File: src/rtl/pulse_sched_pkg.sv
// Shared definitions for the interval pulse scheduler: channel state encoding,
// default counter widths and the channel-select width helper.
package pulse_sched_pkg;

  typedef enum logic [1:0] {
    ST_IDLE = 2'd0,
    ST_WAIT = 2'd1,
    ST_ON   = 2'd2
  } state_e;

  localparam int CNT_W_DEF = 28;
  localparam int REP_W_DEF = 8;

  // Width of a channel index; a single channel still gets a 1-bit select.
  function automatic int sel_w(input int n);
    return (n <= 1) ? 1 : $clog2(n);
  endfunction

endpackage

File: src/rtl/pulse_channel.sv
// One scheduler channel: timing registers, WAIT/ON down counter, pulse
// counter and the IDLE/WAIT/ON sequencer with registered outputs.
module pulse_channel
  import pulse_sched_pkg::*;
#(
  parameter int CNT_W = CNT_W_DEF,
  parameter int REP_W = REP_W_DEF
) (
  input  logic             clk_i,
  input  logic             rst_i,
  input  logic             load_i,
  input  logic [CNT_W-1:0] interval_i,
  input  logic [CNT_W-1:0] on_time_i,
  input  logic [REP_W-1:0] reps_i,
  input  logic             start_i,
  input  logic             stop_i,
  output logic             pulse_o,
  output logic             active_o,
  output logic             done_o
);

  state_e             state_q, state_d;
  logic [CNT_W-1:0]   cnt_q, cnt_d;
  logic [REP_W-1:0]   left_q, left_d;
  logic [CNT_W-1:0]   interval_q, interval_d;
  logic [CNT_W-1:0]   on_time_q, on_time_d;
  logic [REP_W-1:0]   reps_q, reps_d;
  logic               pulse_q, pulse_d;
  logic               active_q, active_d;
  logic               done_q, done_d;

  logic [CNT_W-1:0]   interval_eff, on_time_eff;
  logic [REP_W-1:0]   reps_eff;
  logic [CNT_W-1:0]   wait_len, on_len;
  logic               finite;

  // A load in the same cycle as a start or reload is seen by that start/reload.
  assign interval_eff = load_i ? interval_i : interval_q;
  assign on_time_eff  = load_i ? on_time_i  : on_time_q;
  assign reps_eff     = load_i ? reps_i     : reps_q;

  // Counter preload is max(x,1)-1, so a programmed 0 behaves like 1.
  assign wait_len = (interval_eff == '0) ? '0 : interval_eff - CNT_W'(1);
  assign on_len   = (on_time_eff  == '0) ? '0 : on_time_eff  - CNT_W'(1);
  assign finite   = (reps_eff != '0);

  always_comb begin
    // NOTE: every always_comb output is given a default first so no path
    // through the case statement can infer a latch.
    state_d    = state_q;
    cnt_d      = cnt_q;
    left_d     = left_q;
    interval_d = interval_eff;
    on_time_d  = on_time_eff;
    reps_d     = reps_eff;
    done_d     = 1'b0;

    unique case (state_q)
      ST_IDLE: begin
        if (start_i) begin
          state_d = ST_WAIT;
          cnt_d   = wait_len;
          left_d  = reps_eff;
        end
      end
      ST_WAIT: begin
        if (cnt_q == '0) begin
          state_d = ST_ON;
          cnt_d   = on_len;
        end else begin
          cnt_d = cnt_q - CNT_W'(1);
        end
      end
      ST_ON: begin
        if (cnt_q != '0) begin
          cnt_d = cnt_q - CNT_W'(1);
        end else if (finite && left_q == REP_W'(1)) begin
          state_d = ST_IDLE;
          done_d  = 1'b1;
        end else begin
          if (finite) left_d = left_q - REP_W'(1);
          state_d = ST_WAIT;
          cnt_d   = wait_len;
        end
      end
      default: state_d = ST_IDLE;
    endcase

    // Abort overrides everything, including a coincident start or completion.
    if (stop_i) begin
      state_d = ST_IDLE;
      done_d  = 1'b0;
    end

    pulse_d  = (state_d == ST_ON);
    active_d = (state_d != ST_IDLE);
  end

  always_ff @(posedge clk_i) begin
    // NOTE: sequential state uses non-blocking assignments only, so every
    // register samples the pre-edge values regardless of statement order.
    if (rst_i) begin
      state_q    <= ST_IDLE;
      cnt_q      <= '0;
      left_q     <= '0;
      interval_q <= '0;
      on_time_q  <= '0;
      reps_q     <= '0;
      pulse_q    <= 1'b0;
      active_q   <= 1'b0;
      done_q     <= 1'b0;
    end else begin
      state_q    <= state_d;
      cnt_q      <= cnt_d;
      left_q     <= left_d;
      interval_q <= interval_d;
      on_time_q  <= on_time_d;
      reps_q     <= reps_d;
      pulse_q    <= pulse_d;
      active_q   <= active_d;
      done_q     <= done_d;
    end
  end

  assign pulse_o  = pulse_q;
  assign active_o = active_q;
  assign done_o   = done_q;

endmodule

File: src/rtl/interval_pulse_sched.sv
// Multi-channel programmable pulse scheduler: decodes the shared load port
// and instantiates one independent pulse_channel per output.
module interval_pulse_sched
  import pulse_sched_pkg::*;
#(
  parameter int CHANNELS = 2,
  parameter int CNT_W    = CNT_W_DEF,
  parameter int REP_W    = REP_W_DEF
) (
  input  logic                         CLOCK_50,
  input  logic                         reset,
  input  logic                         load,
  input  logic [sel_w(CHANNELS)-1:0]   load_ch,
  input  logic [CNT_W-1:0]             load_interval,
  input  logic [CNT_W-1:0]             load_on_time,
  input  logic [REP_W-1:0]             load_reps,
  input  logic [CHANNELS-1:0]          start,
  input  logic [CHANNELS-1:0]          stop,
  output logic [CHANNELS-1:0]          pulse,
  output logic [CHANNELS-1:0]          active,
  output logic [CHANNELS-1:0]          done
);

  localparam int SEL_W = sel_w(CHANNELS);

  for (genvar c = 0; c < CHANNELS; c++) begin : g_ch
    // An out-of-range load_ch matches no instance and is dropped.
    logic load_hit;
    assign load_hit = load && (load_ch == SEL_W'(c));

    pulse_channel #(
      .CNT_W (CNT_W),
      .REP_W (REP_W)
    ) u_ch (
      .clk_i      (CLOCK_50),
      .rst_i      (reset),
      .load_i     (load_hit),
      .interval_i (load_interval),
      .on_time_i  (load_on_time),
      .reps_i     (load_reps),
      .start_i    (start[c]),
      .stop_i     (stop[c]),
      .pulse_o    (pulse[c]),
      .active_o   (active[c]),
      .done_o     (done[c])
    );
  end

endmodule

File: config.mk
export PLATFORM = sky130hd
export DESIGN_NAME = interval_pulse_sched
export DESIGN_NICKNAME = d
export VERILOG_FILES = /design/src/rtl/pulse_sched_pkg.sv /design/src/rtl/pulse_channel.sv /design/src/rtl/interval_pulse_sched.sv
export SDC_FILE = /design/constraint.sdc
export NUM_CORES = 1
export LEC_CHECK = 0
export CAP_MARGIN = 20
export CORE_UTILIZATION = 55
export CTS_CLUSTER_DIAMETER = 80
export DETAILED_ROUTE_END_ITERATION = 8
export GPL_TIMING_DRIVEN = 0
export PLACE_DENSITY = 0.74
export SETUP_SLACK_MARGIN = 0.1
export SLEW_MARGIN = 25
export SYNTH_ARGS = -nofsm -noshare
export SYNTH_HDL_FRONTEND = slang
export SYNTH_SLANG_ARGS = --single-unit
File: constraint.sdc
create_clock -name CLOCK_50 -period 9.5 [get_ports CLOCK_50]
set_input_delay 1.9 -clock CLOCK_50 [delete_from_list [all_inputs] [get_ports CLOCK_50]]
set_output_delay 1.9 -clock CLOCK_50 [all_outputs]
set_load 0.1 [all_outputs]
After elaboration in Yosys (flattened, before gate mapping)
Cells that the tools add are included.

Latch bits: 0. ROM bits: 0. Input port bits: 72. Memory bits (writable): 0. Register bits: 210. Memories kept: 0.

Div/mod/pow operators: 0. Reduce and logical (&&, ||, !) cells: 28. Shifts and indexed selects: 0. Bitwise gates (word level): 3. $add $sub $neg: 8. Multiplexer cells: 44. Equal/unequal tests: 18. $lt $le $gt $ge: 0. Multiply operators: 0.

Operators by type and width (number): 28-bit two-way mux (16); 28-bit logical NOT (6); 28-bit case mux with 3 select lines (2); 28-bit by 1-bit subtractor with 28-bit output, second input constant (6); 8-bit two-way mux (10); 28-bit nonzero test (2); 8-bit case mux with 2 select lines (2); 8-bit by 1-bit equality test with 1-bit output, second input constant (2); 2-bit two-way mux (8); 8-bit nonzero test (2); 8-bit by 1-bit subtractor with 8-bit output, second input constant (2); 2-bit inequality test, second input constant (6); 2-bit case mux with 3 select lines (2); 5-bit AND reduction (2); 2-bit equality test, second input constant (4); 2-bit nonzero test (4); 4-bit OR reduction (2); 3-bit by 2-bit inequality test with 1-bit output, second input constant (2); 3-bit AND reduction (2); 3-bit nonzero test (2); 2-bit by 1-bit equality test with 1-bit output, second input constant (2); 1-bit logical AND (4); 2-bit logical NOT (2); 1-bit two-way mux (4); other kinds (2) (5).

Logic depth before layout (Yosys ltp)
Depth in word-level cells: 10. Mapped depth: 21. Mapped depth without buffers: 12.

Cells and area by module
Synthesis repeated with hierarchy kept, for this count alone.

Cell total of the unflattened synthesis: 1792. Area, all modules: 14228.6 um2.

By module, submodules not included: pulse_channel at g_ch[1].u_ch (cells an instance 918, area each 7144.4 um2, times used 1, sequential area each 2102.0 um2); pulse_channel at g_ch[0].u_ch (cells an instance 872, area each 7068.0 um2, times used 1, sequential area each 2102.0 um2); interval_pulse_sched (cells an instance 2, area each 16.3 um2, times used 1, sequential area each 0.0 um2).

Least setup slack after synthesis
Ideal clock, no wire load.

Kind: input to register. Start point: input port load_ch. End point: register g_ch[0].u_ch.cnt_q[13]. Setup slack: 3251 ps. Required time: 9368 ps. Arrival time: 6118 ps. Stages on the path: 21. Setup time: 132 ps. Path buffers: 9. Path through: buf_6 nand2b_4 buf_12 buf_6 buf_2 buf_2 buf_1 buf_1 buf_2 mux2i_1 ha_1 inv_1 a211oi_2 nor3b_2 nand2_2 or3_1 buf_6 a21oi_1 a211oi_1 a311oi_1 nor3_1.

Word-level cells in the longest chain between the ends: 8. Elaborated cells on any way between the ends: 20. Classes of those cells: 2 x add/sub; 1 x eq/ne; 10 x mux; 1 x bitwise; 6 x reduce/logical.

RTL lines: start, declared (line interval_pulse_sched.sv:13) `input logic [sel_w(CHANNELS)-1:0] load_ch,`; 1-bit inverter (*) (line interval_pulse_sched.sv:29) `assign load_hit = load && (load_ch == SEL_W'(c));`; 1-bit logical AND (*) (line interval_pulse_sched.sv:29); 28-bit two-way mux (line pulse_channel.sv:38) `assign interval_eff = load_i ? interval_i : interval_q;`; 28-bit by 1-bit subtractor with 28-bit output or 28-bit logical NOT (tied branches) (line pulse_channel.sv:43) `assign wait_len = (interval_eff == '0) ? '0 : interval_eff - CNT_W'(1);`; 28-bit two-way mux (line pulse_channel.sv:43); 28-bit two-way mux (line pulse_channel.sv:77) `end else if (finite && left_q == REP_W'(1)) begin`; 28-bit two-way mux (line pulse_channel.sv:75) `if (cnt_q != '0) begin`; 28-bit case mux with 3 select lines (line pulse_channel.sv:58) `unique case (state_q)`; end signal, assigned (line pulse_channel.sv:114) `cnt_q <= cnt_d;`; end, declared (line pulse_channel.sv:23) `logic [CNT_W-1:0] cnt_q, cnt_d;`.

Every way passes the cells marked *; elsewhere a longest branch is shown, timed or not. The select of a mux whose other input is x is not followed. A chain may end at the register's enable or synchronous reset.

Final worst setup path
Start point: input port load_ch. End point: register g_ch[0].u_ch.cnt_q[16].

Same word-level chain as after synthesis.

==> results.cfg <==
[setup_path]
crit_required_ns = 9.88
path_cells = buf_6 > nand2b_4 > buf_12 > buf_6 > buf_2 > buf_2 > buf_1 > buf_1 > buf_2 > mux2i_1 > ha_1 > inv_1 > a211oi_2 > nor3b_2 > nand2_2 > or3_1 > buf_6 > a21oi_1 > nor3_1 > a311oi_1 > nor3_1
start_kind = input pin
critPathSlowestCell = buf_1
cp_max_fo = 10
max_stage_delay_ns = 0.69
crit_family = buffers and inverters
cp-end-kind = register
criticalPathCategory = input pin to register
timing.critical_path.buf_inv = 10
cp.arrival_ns = 7.91

[route]
route.detailed.drc = 0
firstDrtPassIters = 6
postRouteAntennaNets = 0
drtIter0Drc = 1895
vias = 14900
wl_mm = 56.1
wl_per_cell_um = 24.1
vias_per_cell = 6.42

[timing]
relSlewSlack_pct = 23.6
fin_crit_ns = 7.54
max_freq_mhz = 133
clock_skew_ns = 0.0233
fin_crit_sh_pct = 79.3
worstMarginPinSlew_ns = 1.15
hold_violations = 0
fin_setup_tns_ns = 0
setup-violations-final = 0
maxSlewViolCount = 0
rsz0062_at_grt = false

[synthesis]
synth_edf_count = 0
synth.distinct_cells = 92
ys_top_cells_by_area = dfxtp_1, mux2i_1, nor2_1
yosys.area.top_type = dfxtp_1
synth_fp_nets = 1970
synth_ff_type = dfxtp_1
synth_cells = 1877
synth.top_cell.area_share_pct = 29.4
synth_warnings = 0
synth-seq-cells = 210
synthArstFlopShare_pct = 0
yosysSeqAreaShare_pct = 29.4
syn_avg_cell_area_um2 = 7.61
synth_area_um2 = 14300

[finish]
layout.cells.non_filler = 2327
layout-drive-gt1-share_pct = 5.96
stdcell_area_um2 = 16300
area_growth_pct = 14.2
final_common_cell = nor2_1
fin_nets = 2070
layout_common_cells = nor2_1, dfxtp_1, nand2_1, mux2i_1, o21ai_0

[power]
peakVddDrop_mv = 0.165
p_switching_mw = 0.925
pwr-share-clk_pct = 38.0
power.internal_mw = 1.84
p_seq_share_pct = 35.8
leakagePower_nw = 6.54
p_comb_share_pct = 26.2
p_sw_share_pct = 33.5
power_density_nw_per_um2 = 169

[clock_network]
cts_buffers = 26
cts_tree = built
root_buffer = clkbuf_16
clkLatencyLatePin_ns = 0.54
post_cts_buffers = 0
path_clk_slew_ns = 0.06
clockBufferDepth = 3
cts-resized-gates = 0
cts_sinks = 210
cts_hold_buf = 0
htree_levels = 1

[place]
portBuffers = 72
globalplace.congestion = 1.05
hpwl_mm = 43.5
place_area_um2 = 15400
dp_cells = 2279

[global_routing]
grt_max_degree = 13
gr-total-overflow = 0
track_usage_pct = 41.8
antenna_found_initial = 1
grt_pass1_vias = 14200
grt_pass1_wl_mm = 84.3

[die]
die_area_um2 = 26600
top_level_ports = 78
die_width_um = 163
die_y_um = 163
start_util_pct = 56.4
coreArea_um2 = 25300
std_cell_rows = 58

[run_status]
outcome = finished clean

[flow_run]
cap_viol_max_count = 0

[hold_path]
hold_class = register to register
-- per-stage QoR --
step | utilization, % | setup WS, ns | hold slack [ns] | power, mW
2_1_floorplan | - | 3.25 | 0.457 | 1.47
3_3_place_gp | 60.8 | 1.71 | 0.467 | 1.69
3_5_place_dp | 60.9 | 1.66 | 0.478 | 1.70
4_1_cts | 64.4 | 2.21 | 0.486 | 2.74
5_1_grt | 64.4 | 1.77 | 0.511 | 2.86
6_report | 64.4 | 1.96 | 0.483 | 2.76
-- power by group through the flow --
stage | clock network (mW) | logic (mW) | registers, mW
after global placement | 0 | 0.690 | 1.00
final | 1.05 | 0.724 | 0.989
after floorplan | 0 | 0.476 | 0.993
after CTS | 1.05 | 0.701 | 0.987
after global routing | 1.09 | 0.773 | 0.996
after detailed placement | 0 | 0.695 | 1.01
-- sequential cells by signal, summed over array words and instances (netlist names) --
| register | flops |
|---|---|
| g_ch.u_ch.on_time_q | 56 |
| g_ch.u_ch.state_q | 4 |
| g_ch.u_ch.reps_q | 16 |
| g_ch.u_ch.interval_q | 56 |
| g_ch.u_ch.active_o | 2 |
| g_ch.u_ch.pulse_o | 2 |
| g_ch.u_ch.done_o | 2 |
| g_ch.u_ch.left_q | 16 |
| g_ch.u_ch.cnt_q | 56 |
-- cell usage after synthesis, types with 9 or more instances --
| master | number |
|---|---|
| nand2b_1 | 11 |
| and2_1 | 12 |
| a22oi_1 | 13 |
| a211oi_1 | 49 |
| buf_1 | 9 |
| mux2i_1 | 128 |
| o21ai_0 | 100 |
| ha_1 | 21 |
| buf_4 | 10 |
| a31oi_1 | 15 |
| dfxtp_1 | 210 |
| nand3_1 | 54 |
| o211ai_1 | 10 |
| xor2_1 | 60 |
| nor4bb_1 | 10 |
| nor4_1 | 35 |
| inv_1 | 27 |
| a311oi_1 | 17 |
| nor2b_1 | 10 |
| xnor2_1 | 75 |
| o22ai_1 | 14 |
| or3_1 | 30 |
| o31ai_1 | 9 |
| nor3_1 | 76 |
| buf_2 | 19 |
| clkbuf_1 | 79 |
| or4_1 | 13 |
| nor2_1 | 338 |
| nand2_1 | 161 |
| a21oi_1 | 93 |
| a21boi_0 | 9 |
| buf_6 | 9 |
-- area by class of cell --
| class | count | area (um2) |
|---|---|---|
| multi-input combinational | 1511 | 9350 |
| fill | 2305 | 9020 |
| sequential | 210 | 4200 |
| timing repair buffer | 72 | 721 |
| clock buffer | 30 | 697 |
| buffer | 128 | 627 |
| tap | 330 | 413 |
| clock inverter | 17 | 194 |
| inverter | 28 | 105 |
| antenna | 1 | 2.50 |
-- kinds of logic after synthesis --
| family | share of synthesized area (%) |
|---|---|
| simple gates | 27.5 |
| compound gates | 18.6 |
| flops | 29.4 |
| buf+inv | 5.13 |
| xor+xnor | 8.28 |
| mux | 9.15 |
| fa+ha+maj | 1.84 |
-- worst paths after layout --
kind	cells after the start	start	slack, ns	endpoint
hold / removal	2	g_ch[1].u_ch.reps_q[6]$_SDFF_PP0_	0.48	g_ch[1].u_ch.reps_q[6]$_SDFF_PP0_
setup / recovery	21	load_ch	1.96	g_ch[0].u_ch.cnt_q[16]$_SDFFE_PP0P_
hold reg to reg	2	g_ch[1].u_ch.reps_q[6]$_SDFF_PP0_	0.48	g_ch[1].u_ch.reps_q[6]$_SDFF_PP0_
setup reg to reg	12	g_ch[0].u_ch.on_time_q[0]$_SDFF_PP0_	5.66	g_ch[0].u_ch.cnt_q[16]$_SDFFE_PP0P_
-- worst reg2reg max path, delay by kind of cell (launching register included) --
family	cells	cell delay, ns
adder cells (fa/ha/maj)	1	0.27
buffers and inverters	2	0.23
flip-flops	1	0.33
AO/OA/AOI/OAI	3	0.94
AND/OR/NAND/NOR	5	1.45
multiplexers	1	0.48
-- layer usage --
| layer | global-route usage (%) | share of wire (%) | vias to the layer above | wire length (um) |
|---|---|---|---|---|
| li1 | - | - | 6920 | - |
| met1 | 51.1 | 39 | 6940 | 21900 |
| met2 | 67.9 | 45 | 863 | 25400 |
| met3 | 6.83 | 8.8 | 224 | 4940 |
| met4 | 26.8 | 6.7 | 0 | 3780 |
| met5 | 0 | 0 | - | 0 |
Power figures use the tool's default switching activity.
